==> src/rtl/irq_pending_latch_if.sv <==
// rtl/irq_pending_latch_if.sv - request/acknowledge bundle for the pending interrupt latch
//
// Signals:
//   req[7:0]     raw request lines (bit 7 highest priority)
//   mask[7:0]    per-line output enable
//   ack_valid    one-cycle acknowledge pulse
//   ack_idx[2:0] encoded index being acknowledged (0 -> bit 7 ... 7 -> bit 0)
//   ovf_clr      clears all sticky overflow flags
//   D[7:0]       masked pending vector for the downstream priority encoder
//   irq          OR-reduction of D
//   ovf[7:0]     sticky per-line overflow flags
// Modports: master drives requests/acks, slave is the latch.
interface irq_pending_latch_if;
    logic [7:0] req;
    logic [7:0] mask;
    logic       ack_valid;
    logic [2:0] ack_idx;
    logic       ovf_clr;
    logic [7:0] D;
    logic       irq;
    logic [7:0] ovf;

    modport master (
        output req, mask, ack_valid, ack_idx, ovf_clr,
        input  D, irq, ovf
    );

    modport slave (
        input  req, mask, ack_valid, ack_idx, ovf_clr,
        output D, irq, ovf
    );
endinterface

==> src/rtl/irq_pending_latch.sv <==
// rtl/irq_pending_latch.sv - edge-detecting pending interrupt latch with sticky overflow
//
// Parameters:
//   REQ_POL  asserted level of every req line (1 = active-high, 0 = active-low)
// Ports:
//   clk      single clock, rising edge
//   rst_n    asynchronous active-low reset
//   bus      irq_pending_latch_if.slave (req, mask, ack_valid, ack_idx, ovf_clr, D, irq, ovf)
// Build option:
//   IRQ_PENDING_SYNC_EN  inserts a 2-flop synchroniser per req bit ahead of req_s,
//                        raising request-to-D latency from 2 to 4 edges.
module irq_pending_latch #(
    parameter logic REQ_POL = 1'b1
) (
    input  logic                 clk,
    input  logic                 rst_n,
    irq_pending_latch_if.slave   bus
);

    logic [7:0] w_req_norm;
    logic [7:0] w_req_in;
    logic [7:0] w_rise;
    logic [7:0] w_ack_mask;
    logic [7:0] w_ovf_set;
    logic [7:0] w_pending_nxt;
    logic [7:0] w_ovf_nxt;

    logic [7:0] r_req_s;
    logic [7:0] r_prev;
    logic [7:0] r_pending;
    logic [7:0] r_ovf;

    // Internally every asserted line reads as 1 regardless of polarity.
    assign w_req_norm = REQ_POL ? bus.req : ~bus.req;

`ifdef IRQ_PENDING_SYNC_EN
    logic [7:0] r_sync1;
    logic [7:0] r_sync2;

    always_ff @(posedge clk or negedge rst_n) begin
        if (!rst_n) begin
            r_sync1 <= 8'h00;
            r_sync2 <= 8'h00;
        end else begin
            r_sync1 <= w_req_norm;
            r_sync2 <= r_sync1;
        end
    end

    assign w_req_in = r_sync2;
`else
    assign w_req_in = w_req_norm;
`endif

    // Rising edge only: a level held high after an acknowledge does not re-arm.
    assign w_rise = r_req_s & ~r_prev;

    // ack_idx follows the downstream encoder's numbering, so index 0 is bit 7.
    assign w_ack_mask = bus.ack_valid ? (8'h80 >> bus.ack_idx) : 8'h00;

    // A rise on an already pending line is an overflow unless that line is
    // being acknowledged this cycle, in which case the new request simply
    // replaces the acknowledged one.
    assign w_ovf_set = w_rise & r_pending & ~w_ack_mask;

    // Set beats clear on both the pending and overflow registers.
    assign w_pending_nxt = (r_pending & ~w_ack_mask) | w_rise;
    assign w_ovf_nxt     = (r_ovf & ~{8{bus.ovf_clr}}) | w_ovf_set;

    always_ff @(posedge clk or negedge rst_n) begin
        if (!rst_n) begin
            r_req_s   <= 8'h00;
            r_prev    <= 8'h00;
            r_pending <= 8'h00;
            r_ovf     <= 8'h00;
        end else begin
            r_req_s   <= w_req_in;
            r_prev    <= r_req_s;
            r_pending <= w_pending_nxt;
            r_ovf     <= w_ovf_nxt;
        end
    end

    // Mask gates only the presentation; masked lines keep latching.
    assign bus.D   = r_pending & bus.mask;
    assign bus.irq = |bus.D;
    assign bus.ovf = r_ovf;

endmodule

==> src/flat_wrapper.sv <==
// flat-port wrapper written by rule: the top's interface ports become plain ports
module irq_pending_latch_flat 
#(
    parameter logic REQ_POL = 1'b1
)
  (clk, rst_n, bus_req, bus_mask, bus_ack_valid, bus_ack_idx, bus_ovf_clr, bus_D, bus_irq, bus_ovf);
  irq_pending_latch_if bus_i ();
  input  logic clk;
  input  logic rst_n;
  input wire logic [$bits(bus_i.req)-1:0] bus_req;
  input wire logic [$bits(bus_i.mask)-1:0] bus_mask;
  input wire logic [$bits(bus_i.ack_valid)-1:0] bus_ack_valid;
  input wire logic [$bits(bus_i.ack_idx)-1:0] bus_ack_idx;
  input wire logic [$bits(bus_i.ovf_clr)-1:0] bus_ovf_clr;
  output wire logic [$bits(bus_i.D)-1:0] bus_D;
  output wire logic [$bits(bus_i.irq)-1:0] bus_irq;
  output wire logic [$bits(bus_i.ovf)-1:0] bus_ovf;
  assign bus_i.req = bus_req;
  assign bus_i.mask = bus_mask;
  assign bus_i.ack_valid = bus_ack_valid;
  assign bus_i.ack_idx = bus_ack_idx;
  assign bus_i.ovf_clr = bus_ovf_clr;
  assign bus_D = bus_i.D;
  assign bus_irq = bus_i.irq;
  assign bus_ovf = bus_i.ovf;
  irq_pending_latch #(.REQ_POL(REQ_POL)) u_core (.clk(clk), .rst_n(rst_n), .bus(bus_i));
endmodule
==> config.mk <==
export PLATFORM = sky130hd
export DESIGN_NAME = irq_pending_latch_flat
export DESIGN_NICKNAME = d
export VERILOG_FILES = /design/src/rtl/irq_pending_latch_if.sv /design/src/rtl/irq_pending_latch.sv /design/src/flat_wrapper.sv
export SDC_FILE = /design/constraint.sdc
export NUM_CORES = 1
export LEC_CHECK = 0
export ABC_AREA = 1
export BUFFER_PORTS_ARGS = -buffer_cell sky130_fd_sc_hd__buf_2
export CORE_MARGIN = 1
export CORE_UTILIZATION = 40
export CTS_BUF_LIST = sky130_fd_sc_hd__clkbuf_4 sky130_fd_sc_hd__clkbuf_8
export DETAILED_ROUTE_END_ITERATION = 8
export HOLD_SLACK_MARGIN = 0.1
export PLACE_DENSITY = 0.67
export SLEW_MARGIN = 10
export SYNTH_ARGS = -nofsm -noshare
export SYNTH_HDL_FRONTEND = slang
export SYNTH_SLANG_ARGS = --single-unit
==> constraint.sdc <==
create_clock -name clk -period 1 [get_ports clk]
set_clock_uncertainty 0.15 [all_clocks]
set_input_delay 0 -clock clk [delete_from_list [all_inputs] [get_ports clk]]
set_output_delay 0 -clock clk [all_outputs]
set_load 0.03 [all_outputs]
==> impl_metrics.yaml, run 1 <==
status:
  status: "complete, but fails checks"
  violations: "DRC, hold timing, setup timing"
placement:
  place.gp.congestion: 0.8059
  place_inst: 225
  hpwl_um: 1816
  place.port_buffers: 39
  placed_area_um2: 1546
routing:
  drt_drc_violations_left: 1
  drt_iter0_drc: 23
  viasPerCell: 4.349
  dr_total_vias: 1083
  postRouteAntennaNets: 0
  wl_per_cell_um: 11.41
  routed_wl_um: 2840
  drt-pass1-iter-count: 6
cells_and_area:
  num-nets-final: 240
  final_cell_mix: "nand2_1, dfrtp_1, inv_1"
  fin_area_um2: 1933
  stdcell_count: 249
  drive_above_1_share_pct: 34.86
  fillCellCount: 229
  n_antenna_cell: 0
  area.growth.synth_to_final_pct: 55.90
  final_common_cell: "nand2_1"
global_routing:
  antenna_found_initial: 0
  grt_util_all_layers_pct: 18.24
  grt_max_degree: 33
  grt_pass1_wl_um: 4360
  overflow: 0
  grt_pass1_vias: 1019
timing:
  slew_viol_final: 0
  hold_viol_final: 1
  fin_ws_ns: -0.3742
  finalCritPeriodShare_pct: 137.4
  max_freq_ghz: 0.7277
  max_slew.worst_pin.slew_ns: 0.1979
  setup_viol: 18
  grt_setup_unrepaired: "yes"
  holdWs_ns: -0.001943
  slew-limit-headroom_pct: 86.81
  post-route-min-period_ns: 1.374
setup_path:
  regToRegEndpoint: "u_core.bus.ovf[0]$_DFF_PN0_"
  startpoint_type: "register"
  worstSetupPathType: "reg2out"
  worstPathRequired_ns: 0.85
  cpMostUsedCell: "nand2_1"
  max_stage_delay_ns: 0.41
  cp_cell_sequence: "nand2_1 > nand2_1 > nor2_1 > nand2_1 > buf_6"
  crit_fanout: 3
  cp_slowest_cell: "dfrtp_1"
  crit_path_end_kind: "output pin"
  r2r_slack_ns: 0.01
  r2r_cells: 5
  r2r_start: "u_core.r_pending[0]$_DFF_PN0_"
  crit_arrival_ns: 1.22
cts:
  clk_latency_ns: 0.33
  clock-sinks: 32
  cts_tree: "built"
  cts-hold-fix-buffers: 14
  clkTransAtPathRegs_ns: 0.10
  htreeDepth: 2
  cts_buffer_depth: 2
  cts_buffers: 5
  cts_root_buf: "clkbuf_4"
power:
  powerDensity_nw_per_um2: 1598
  vdd_drop_max_mv: 1.084
  p_leak_nw: 1.136
synthesis:
  ys_ff_latch: 32
  syn_avg_cell_area_um2: 8.435
  synth_top_cells_by_area: "dfrtp_1, nand2_1, inv_1, nor2_1, nor2_4"
  synth_top_area_cell: "dfrtp_1"
  syn-cell-area_um2: 1240
  yosys.cell_types.count: 6
  syn_inst: 147
  yosysSeqAreaShare_pct: 64.58
  ys_warn_count: 0
  synthesis.nets: 170
  synth_top_area_share_pct: 64.58
floorplanning:
  start_util_pct: 43.46
  die_h_um: 57.68
  pin_count: 40
  dieArea_um2: 3326
  core-area_um2: 2853
  die_x_um: 57.68
  row_count: 19
worst_hold_path:
  worstHoldPathType: "in2async"
job:
  cap_violations: 0
## sequential cells by signal, summed over array words and instances, names as in the netlist
signal / cells
u_core.r_prev: 8
u_core.bus.ovf: 8
u_core.r_req_s: 8
u_core.r_pending: 8
## through the flow
| stage | utilization (%) | setup WS, ns | total power (W) | hold slack [ns] | setup TNS, ns |
|---|---|---|---|---|---|
| after floorplan | - | 0.08065 | 0.001735 | -0.4456 | 0 |
| after global placement | 54.21 | -0.008763 | 0.001941 | -0.1868 | -0.008763 |
| after detailed placement | 54.21 | -0.03475 | 0.001955 | -0.1853 | -0.03475 |
| after CTS | 66.10 | -0.3657 | 0.003084 | -0.02005 | -2.081 |
| after global routing | 67.76 | -0.4294 | 0.003238 | 0.003315 | -2.706 |
| final | 67.76 | -0.3742 | 0.003090 | -0.001943 | -1.872 |
## metal layers
metal	part of all wire, %	GRT usage (%)
met5	0	0
met1	42	21.35
met2	52	30.56
met3	4.2	4.911
met4	1.4	10.20
## how the worst max path moves through the flow
stage                                              from       to  slack [ns]  cells after the start
after floorplan           u_core.r_pending[2]$_DFF_PN0_  bus_irq        0.08                      4
after global placement    u_core.r_pending[2]$_DFF_PN0_  bus_irq      -0.009                      5
after detailed placement  u_core.r_pending[2]$_DFF_PN0_  bus_irq       -0.03                      5
after CTS                 u_core.r_pending[0]$_DFF_PN0_  bus_irq       -0.37                      5
after global routing      u_core.r_pending[5]$_DFF_PN0_  bus_irq       -0.43                      5
final                     u_core.r_pending[5]$_DFF_PN0_  bus_irq       -0.37                      5
## power by group
part / switching, W / internal, W
Sequential: 0.0000615 / 0.00139
Clock: 0.000420 / 0.000551
Combinational: 0.000353 / 0.000313
Total: 0.000835 / 0.00225
## cells in the mapped netlist
| cell type | n |
|---|---|
| nor2_1 | 13 |
| dfrtp_1 | 32 |
| inv_1 | 29 |
| nor2_4 | 1 |
| nand2_1 | 71 |
| inv_2 | 1 |
## worst max-delay path: cells and delay by family, from the launching register on
kind | cells | cell delay [ns]
buffers and inverters | 1 | 0.14
flip-flops | 1 | 0.41
AND/OR/NAND/NOR | 4 | 0.34
## cells by family after synthesis
kind of cell           Yosys count  share of synthesized area, %
buffers and inverters           30                         9.081
DFF                             32                         64.58
and+or+nand+nor                 85                         26.34
## area by class of cell
class	instances	area, um2	area share (%)
Clock inverter	2	35.03	1.812
Tap cell	31	38.79	2.006
Timing Repair Buffer	63	548.0	28.35
Sequential cell	32	800.8	41.42
Inverter	30	116.4	6.019
Clock buffer	6	45.04	2.330
Multi-Input combinational cell	85	349.1	18.06
## repair_timing
action / CTS / global route
buffers inserted: 1 / 2
gates resized for setup: 38 / 18
endpoints found under the setup margin: 17 / 29
pin swaps: 9 / 7
endpoints found under the hold margin: 56 / 36
Note: power is estimated with default switching activity, not from simulation.
==> run 2: changes to the inputs <==
CORE_UTILIZATION = 45   (was 40)
PLACE_DENSITY = 0.74   (was 0.67)
==> impl_metrics.yaml, run 2 (synthesis results as in run 1) <==
cts:
  clock-sinks: 32
  htreeDepth: 2
  clk_latency_ns: 0.33
  cts_tree: "built"
  cts_buffer_depth: 2
  clkTransAtPathRegs_ns: 0.10
  cts_root_buf: "clkbuf_4"
  cts-hold-fix-buffers: 14
  cts_buffers: 5
power:
  p_leak_nw: 1.182
  seqPwrFrac_pct: 43.8
  clkPwrFrac_pct: 33.6
  vdd_drop_max_mv: 1.759
  p_comb_share_pct: 22.5
  switching_share_pct: 27.17
  finalPower_w: 0.003310
  p_switching_w: 0.0008995
  powerDensity_nw_per_um2: 1626
  p_int_w: 0.002410
global_routing:
  grt_util_all_layers_pct: 24.38
  grt_pass1_vias: 1143
  antenna_found_initial: 0
  grt_pass1_wl_um: 4823
  overflow: 0
  grt_max_degree: 33
floorplanning:
  die_h_um: 54.49
  dieArea_um2: 2969
  core-area_um2: 2545
  start_util_pct: 48.72
  row_count: 18
  die_x_um: 54.49
  pin_count: 40
timing:
  grt_setup_unrepaired: "yes"
  post-route-min-period_ns: 1.390
  setup_viol: 20
  holdWs_ns: -0.02168
  slew-limit-headroom_pct: 76.62
  max_freq_ghz: 0.7193
  fin_ws_ns: -0.3902
  finalCritPeriodShare_pct: 139.0
  hold_viol_final: 32
  slew_viol_final: 0
  max_slew.worst_pin.slew_ns: 0.3503
  tns_ns: -2.127
cells_and_area:
  drive_above_1_share_pct: 40.63
  final_cell_mix: "nand2_1, dfrtp_1, buf_6"
  area.growth.synth_to_final_pct: 64.18
  fillCellCount: 152
  multi_input_comb_area_um2: 376.6
  final_common_cell: "nand2_1"
  utilization_pct: 79.99
  n_antenna_cell: 0
  fin_area_um2: 2036
  num-nets-final: 246
  seqCellArea_um2: 800.8
placement:
  hpwl_um: 1871
  placed_area_um2: 1553
  place.port_buffers: 39
  place.gp.congestion: 0.7773
routing:
  drt_drc_violations_left: 0
  drt-pass1-iter-count: 4
  wl_per_cell_um: 13.03
  dr_total_vias: 1180
  postRouteAntennaNets: 0
  drt_iter0_drc: 22
  routed_wl_um: 3310
  viasPerCell: 4.646
status:
  status: "complete, but fails checks"
  violations: "hold timing, setup timing"
worst_hold_path:
  worstHoldPathType: "in2async"
setup_path:
  worstPathRequired_ns: 0.85
  crit_path_end_kind: "output pin"
  crit_arrival_ns: 1.24
  worstSetupPathType: "reg2out"
  startpoint_type: "register"
  crit_fanout: 2
job:
  cap_violations: 0
run 2: cell types whose count changed in the layout (fill, tap and decap cells not counted), moves of 2 or more:
cell	delta
buf_2	-2
nand2_2	+7
buf_6	+4
buf_4	+4
nand2_1	-7
nor2_1	-2
clkbuf_8	+2
run 2: final cells by class:
cell class | count | share of cell area (%)
flip-flops and latches | 32 | 39.34
repair buffers | 69 | 30.12
multi-input cells | 85 | 18.50
inverters | 30 | 5.532
clock buffers | 7 | 3.196
well taps | 30 | 1.844
clock inverters | 1 | 1.475
run 2: timing repair:
action                     in CTS  in global routing
setup buffers                   3                  7
gates resized for setup        36                 34
hold endpoints to repair       56                 33
pin swaps                       7                 13
setup endpoints to repair      17                 31
run 2: worst paths after layout:
| path | slack, ns | end | from | cells after the start |
|---|---|---|---|---|
| setup reg to reg | -0.13 | u_core.bus.ovf[5]$_DFF_PN0_ | u_core.r_pending[5]$_DFF_PN0_ | 6 |
| min in group clk | 0.08 | u_core.bus.ovf[7]$_DFF_PN0_ | bus_ack_idx[0] | 6 |
| max in group asynchronous | 0.54 | u_core.r_prev[4]$_DFF_PN0_ | rst_n | 3 |
| hold / removal | -0.02 | u_core.r_req_s[6]$_DFF_PN0_ | rst_n | 3 |
| hold reg to reg | 0.23 | u_core.r_prev[5]$_DFF_PN0_ | u_core.r_req_s[5]$_DFF_PN0_ | 0 |
| setup / recovery | -0.39 | bus_irq | u_core.r_pending[2]$_DFF_PN0_ | 5 |
run 2: worst max-delay path, stage by stage, from the launching register on:
cell and delay, ns:
dfrtp_1 0.42, nand2_2 0.10, nand2_1 0.07, nor2_1 0.09
nand2_1 0.08, buf_6 0.14
run 2: power by group through the flow:
stage	registers [W]	clock network, W	logic, W
6_report	0.00145	0.00111	0.000745
5_1_grt	0.00146	0.00118	0.000801
4_1_cts	0.00144	0.00112	0.000650
3_5_place_dp	0.00146	0	0.000501
3_3_place_gp	0.00145	0	0.000489
2_1_floorplan	0.00153	0	0.000204
run 2: per-stage QoR:
step	std cells	setup WS [ns]
5_1_grt	254	-0.4692
3_3_place_gp	225	0.001463
4_1_cts	250	-0.3650
3_5_place_dp	225	-0.006999
6_report	254	-0.3902
2_1_floorplan	147	0.08065
run 2: per-layer routing:
layer / track usage, % / up-vias / share of wire, % / routed length, um
met1: 27.50 / 566 / 41 / 1368
li1: - / 568 / - / -
met3: 8.611 / 8 / 5.9 / 194
met5: 0 / - / 0 / 0
met4: 14.10 / 0 / 2.2 / 74
met2: 39.63 / 38 / 51 / 1673
